===== src/rtl/div8su_seq.sv =====
// ---------------------------------------------------------------------------
// div8su_seq
// Sequential signed-dividend / unsigned-divisor integer divider.
//   - DW-bit two's complement dividend, VW-bit unsigned divisor
//   - truncating signed quotient, remainder carries the dividend's sign
//   - restoring radix-2 datapath, one quotient bit per cycle, MSB first
//   - valid/ready handshake on operand and result sides, no skid buffer
//
// Optional feature macro: DIV8SU_SELFCHECK_EN
//   When defined, an extra CHK state rebuilds q*u+r and compares it with
//   the original dividend, flagging chk_err on mismatch (latency DW+3).
//   When undefined, chk_err is tied low and latency is DW+2.
// ---------------------------------------------------------------------------
module div8su_seq #(
   parameter int DW = 8,
   parameter int VW = 4
) (
   input  logic                 clk,
   input  logic                 rst_n,
   input  logic                 in_valid,
   output logic                 in_ready,
   input  logic signed [DW-1:0] s,
   input  logic        [VW-1:0] u,
   output logic                 out_valid,
   input  logic                 out_ready,
   output logic signed [DW-1:0] q,
   output logic signed [VW:0]   r,
   output logic                 dz,
   output logic                 chk_err
);

   localparam int CW = (DW > 1) ? $clog2(DW) : 1;

   typedef enum logic [2:0] {
      ST_IDLE,
      ST_CALC,
      ST_FIX,
`ifdef DIV8SU_SELFCHECK_EN
      ST_CHK,
`endif
      ST_DONE
   } state_t;

   state_t                r_state;
   logic                  r_inReady;
   logic                  r_outValid;
   logic                  r_signS;
   logic [DW-1:0]         r_work;
   logic [VW-1:0]         r_div;
   logic [VW:0]           r_rem;
   logic [CW-1:0]         r_cnt;
   logic signed [DW-1:0]  r_q;
   logic signed [VW:0]    r_r;
   logic                  r_dz;

   logic [DW-1:0]         w_absS;
   logic [VW:0]           w_remShift;
   logic                  w_subOk;
   logic [VW:0]           w_remNext;
   logic signed [DW-1:0]  w_satQ;

`ifdef DIV8SU_SELFCHECK_EN
   logic signed [DW-1:0]     r_sOrig;
   logic                     r_chkErr;
   logic signed [DW+VW-1:0]  w_prod;
   logic signed [DW+VW-1:0]  w_recon;
   logic signed [DW+VW-1:0]  w_sExt;
`endif

   // Magnitude of the incoming dividend; -2^(DW-1) maps to 2^(DW-1), which
   // still fits in DW unsigned bits, so no special case is needed.
   always_comb begin
      w_absS = s[DW-1] ? $unsigned(-s) : $unsigned(s);
   end

   // One restoring step: bring in the next dividend bit (held in the MSB of
   // r_work) and subtract the divisor when it fits. Because the remainder is
   // always below u, its top bit is zero before the shift and VW+1 bits
   // always hold the shifted value.
   always_comb begin
      w_remShift = {r_rem[VW-1:0], r_work[DW-1]};
      w_subOk    = (w_remShift >= {1'b0, r_div});
      w_remNext  = w_subOk ? (w_remShift - {1'b0, r_div}) : w_remShift;
   end

   // Saturated quotient reported on divide-by-zero: most negative value for a
   // negative dividend, most positive value otherwise.
   always_comb begin
      w_satQ = s[DW-1] ? $signed({1'b1, {(DW-1){1'b0}}})
                       : $signed({1'b0, {(DW-1){1'b1}}});
   end

`ifdef DIV8SU_SELFCHECK_EN
   // Rebuild the dividend from the registered result: a signed quotient
   // times a zero-extended divisor plus the sign-extended remainder, all in
   // DW+VW bits so the product can never wrap for legal results.
   always_comb begin
      w_prod  = $signed({{VW{r_q[DW-1]}}, r_q}) * $signed({{DW{1'b0}}, r_div});
      w_recon = w_prod + $signed({{(DW-1){r_r[VW]}}, r_r});
      w_sExt  = $signed({{VW{r_sOrig[DW-1]}}, r_sOrig});
   end
`endif

   // Main controller: operand capture, iteration, sign fix-up and result
   // hold. r_work starts as the dividend magnitude and, as bits shift out of
   // its top, quotient bits shift into its bottom, so after DW steps it holds
   // the quotient magnitude. out_valid is raised one cycle after entering
   // DONE, which sets the overall latency to DW+2 (or 1 cycle for a zero
   // divisor).
   always_ff @(posedge clk) begin
      if (!rst_n) begin
         r_state    <= ST_IDLE;
         r_inReady  <= 1'b1;
         r_outValid <= 1'b0;
         r_signS    <= 1'b0;
         r_work     <= '0;
         r_div      <= '0;
         r_rem      <= '0;
         r_cnt      <= '0;
         r_q        <= '0;
         r_r        <= '0;
         r_dz       <= 1'b0;
`ifdef DIV8SU_SELFCHECK_EN
         r_sOrig    <= '0;
         r_chkErr   <= 1'b0;
`endif
      end else begin
         case (r_state)
            ST_IDLE: begin
               if (in_valid) begin
                  r_signS   <= s[DW-1];
                  r_work    <= w_absS;
                  r_div     <= u;
                  r_inReady <= 1'b0;
`ifdef DIV8SU_SELFCHECK_EN
                  r_sOrig   <= s;
                  r_chkErr  <= 1'b0;
`endif
                  if (u == '0) begin
                     r_q     <= w_satQ;
                     r_r     <= '0;
                     r_dz    <= 1'b1;
                     r_state <= ST_DONE;
                  end else begin
                     r_rem   <= '0;
                     r_cnt   <= CW'(DW - 1);
                     r_state <= ST_CALC;
                  end
               end
            end

            ST_CALC: begin
               r_rem  <= w_remNext;
               r_work <= {r_work[DW-2:0], w_subOk};
               r_cnt  <= r_cnt - 1'b1;
               if (r_cnt == '0) begin
                  r_state <= ST_FIX;
               end
            end

            ST_FIX: begin
               r_q  <= r_signS ? $signed(-r_work) : $signed(r_work);
               r_r  <= r_signS ? $signed(-r_rem)  : $signed(r_rem);
               r_dz <= 1'b0;
`ifdef DIV8SU_SELFCHECK_EN
               r_state <= ST_CHK;
`else
               r_state <= ST_DONE;
`endif
            end

`ifdef DIV8SU_SELFCHECK_EN
            ST_CHK: begin
               r_chkErr <= (w_recon != w_sExt);
               r_state  <= ST_DONE;
            end
`endif

            ST_DONE: begin
               if (!r_outValid) begin
                  r_outValid <= 1'b1;
               end else if (out_ready) begin
                  r_outValid <= 1'b0;
                  r_inReady  <= 1'b1;
                  r_state    <= ST_IDLE;
               end
            end

            default: begin
               r_outValid <= 1'b0;
               r_inReady  <= 1'b1;
               r_state    <= ST_IDLE;
            end
         endcase
      end
   end

   assign in_ready  = r_inReady;
   assign out_valid = r_outValid;
   assign q         = r_q;
   assign r         = r_r;
   assign dz        = r_dz;
`ifdef DIV8SU_SELFCHECK_EN
   assign chk_err   = r_chkErr;
`else
   assign chk_err   = 1'b0;
`endif

endmodule


===== config.mk =====
export PLATFORM = sky130hd
export DESIGN_NAME = div8su_seq
export DESIGN_NICKNAME = d
export VERILOG_FILES = /design/src/rtl/div8su_seq.sv
export SDC_FILE = /design/constraint.sdc
export NUM_CORES = 1
export LEC_CHECK = 0
export ABC_AREA = 1
export CORE_ASPECT_RATIO = 2
export CORE_MARGIN = 2
export CORE_UTILIZATION = 50
export CTS_CLUSTER_SIZE = 28
export DETAILED_ROUTE_END_ITERATION = 6
export MAX_ROUTING_LAYER = met4
export PLACE_DENSITY = 0.73
export SYNTH_ARGS = -nofsm -noshare
export SYNTH_HDL_FRONTEND = slang
export SYNTH_SLANG_ARGS = --single-unit

===== constraint.sdc =====
create_clock -name clk -period 2.4 [get_ports clk]
set_input_delay 0.6 -clock clk [delete_from_list [all_inputs] [get_ports clk]]
set_output_delay 0.6 -clock clk [all_outputs]
set_load 0.1 [all_outputs]

==> metrics.yaml <==
outcome: "completed"
cts_max_level: 2
worstPathRequired_ns: 2.56
worstReg2RegStart: "r_state[0]$_SDFFE_PN0P_"
via_per_inst: 5.34
ant_nets: 0
cts_tree: "yes"
final_hold_viol_count: 0
max-slew-margin-rel_pct: 52.8
place_area_um2: 2630
power_frac_seq_pct: 26.2
io_pins: 33
initial_utilization_pct: 51.5
ys_seq_elements: 39
final_cell_mix: "nand2_1 (81), nand3_1 (39), dfxtp_1 (39), inv_1 (37), nor2_1 (36)"
die_x_um: 52.7
whs_path_depth: 1
fillers: 474
use_met2_pct: 42.5
gp_congestion: 0.866
syn_inst: 350
diodes: 0
dp_hpwl_um: 4370
cts.sinks: 39
grt_max_degree: 22
netSwitchingPower_mw: 2.03
timing.fmax_ghz: 0.491
synth_area_um2: 2370
worstMarginPinSlew_ns: 0.708
worst_ir_drop_vdd_v: 0.000867
crit_type: "reg2reg"
synthArstFlopShare_pct: 0
multi_input_area_um2: 1350
portBuffers: 31
synth_edf_count: 0
cts-root-buf: "clkbuf_8"
min_period_ns: 2.04
use_met3_pct: 3.39
rows: 35
vias: 2307
cts_post_setup_buffers_inserted: 0
cp-start-kind: "flip-flop"
final_util_pct: 59.7
final_common_cell: "nand2_1"
drv_cap: 0
p_per_area_nw_per_um2: 1420
endpoint: "r_rem[4]$_SDFFE_PN0P_"
grt_pass1_wl_um: 9240
clkTransAtPathRegs_ns: 0.07
syn-mean-instance-area_um2: 6.77
worst_setup_path_end_kind: "flip-flop"
drt-initial-drc-count: 36
p_int_mw: 1.86
antenna_found_initial: 0
cts_resized: 0
cts_buffers: 5
syn_to_final_growth_pct: 15.8
drcViolationCount: 0
reg2reg_to: "r_rem[4]$_SDFFE_PN0P_"
yosysWarnings: 0
fp.coreArea_um2: 4600
clock_latency_ns: 0.30
power_mw: 3.89
synth_ff_type: "dfxtp_1"
final_layout_size_suffix_gt1_share_pct: 9.81
dieHeight_um: 101
postCtsHoldBufs: 0
first_global_vias: 2222
routed_wl_um: 5550
grt_overflow: 0
yosysSeqAreaShare_pct: 32.9
fin_hold_ws_ns: 0.456
dr.pass1.iters: 4
ys_types: 31
clockBufferDepth: 2
grt_use_total_pct: 23.5
rsz0062_at_grt: "no"
wl_per_cell_um: 12.8
numPlacedInstances: 424
final_cell_count_no_fill: 432
die-area_um2: 5340
clockPowerShare_pct: 14.7
place_ws_ns: 0.241
critPathLaunch: "r_state[0]$_SDFFE_PN0P_"
worstPathArrival_ns: 2.20
ff2ff_setup_slack_ns: 0.36
setup_viol: 0
register_area_um2: 781
slew_violations: 0
combPwrFrac_pct: 59.1
worstRegToRegCells: 10
syn_nets: 381
final.setup.worst_slack_ns: 0.363
fin_area_um2: 2740
period_share_pct: 84.9
final.setup_skew_ns: 0.00442
crit_fanout: 11
nets: 407
power_leakage_nw: 1.26
tns_ns: 0
switching_share_pct: 52.3
grtUsageMet1_pct: 22.4
hold_class: "reg2reg"
grt_busiest_layer: "met2"
## power groups by stage
| stage | combinational, mW | clock, mW | sequential, mW |
|---|---|---|---|
| floorplan | 1.39 | 0 | 1.52 |
| CTS | 2.31 | 0.587 | 1.02 |
| global route | 2.56 | 0.603 | 1.04 |
| finish | 2.30 | 0.573 | 1.02 |
| global placement | 2.27 | 0 | 1.03 |
| detailed placement | 2.30 | 0 | 1.03 |
## cell families (layout without fill, tap and decap cells)
family / after synthesis / in the layout / synth area share, %
DFF: 39 / 39 / 32.9
other: 1 / 1 / 0.158
adders and majority gates: 15 / 15 / 8.24
xor gates and xnor gates: 4 / 4 / 1.48
and+or+nand+nor: 168 / 168 / 30.5
buffers and inverters: 53 / 80 / 10.1
AOI/OAI and AO/OA: 70 / 70 / 16.5
## metal layers
metal  vias to the layer above  part of all wire (%)
li1                       1195                     -
met1                      1051                    38
met2                        43                    55
met3                        18                   2.3
met4                         0                   4.5
met5                         -                     0
## synth_stat cells, types with 2 or more instances
cell type | number | area [um2]
a21oi_1 | 35 | 175
a21oi_2 | 3 | 26.3
a31oi_1 | 3 | 18.8
buf_2 | 2 | 10.0
buf_4 | 2 | 15.0
buf_6 | 2 | 22.5
clkbuf_1 | 6 | 22.5
dfxtp_1 | 39 | 781
ha_1 | 14 | 175
inv_1 | 37 | 139
inv_2 | 3 | 11.3
nand2_1 | 81 | 304
nand2_2 | 3 | 18.8
nand3_1 | 39 | 195
nand4_1 | 2 | 12.5
nor2_1 | 36 | 135
nor3_1 | 3 | 15.0
o211ai_1 | 5 | 37.5
o21ai_0 | 20 | 100
o21ai_1 | 2 | 10.0
xor2_1 | 3 | 26.3
## state kept, by name (all words and copies together) (netlist names)
register / flops
dz: 1
in_ready: 1
out_valid: 1
q: 8
r: 5
r_cnt: 3
r_div: 4
r_rem: 5
r_signS: 1
r_state: 2
r_work: 8
## worst min path at each step
stage | start | end | slack [ns]
6_report | r_cnt[0]$_SDFFE_PN0P_ | r_cnt[0]$_SDFFE_PN0P_ | 0.46
5_1_grt | r[0]$_SDFFE_PN0P_ | r[0]$_SDFFE_PN0P_ | 0.48
4_1_cts | r_cnt[0]$_SDFFE_PN0P_ | r_cnt[0]$_SDFFE_PN0P_ | 0.45
3_5_place_dp | r_cnt[0]$_SDFFE_PN0P_ | r_cnt[0]$_SDFFE_PN0P_ | 0.44
3_3_place_gp | r_cnt[0]$_SDFFE_PN0P_ | r_cnt[0]$_SDFFE_PN0P_ | 0.44
2_1_floorplan | r_cnt[0]$_SDFFE_PN0P_ | r_cnt[0]$_SDFFE_PN0P_ | 0.42
## layout make-up
class                      instances  area share (%)
tap                               55            2.51
clock inverter                     2            1.28
multi-input combinational        258            49.2
clock buffer                       6            3.01
timing repair buffer              32            10.1
inverter                          40            5.47
sequential                        39            28.5
## critical path, stage by stage (launching register included)
cell and delay [ns]:
dfxtp_1 0.43, inv_1 0.09, ha_1 0.34, nand2_1 0.34, inv_1 0.12, nand2_2 0.16, nand2_1 0.14, nand3_1 0.11
nor2_1 0.05, nor2_1 0.08, nor2_1 0.04
(Power assumes the default switching activity.)
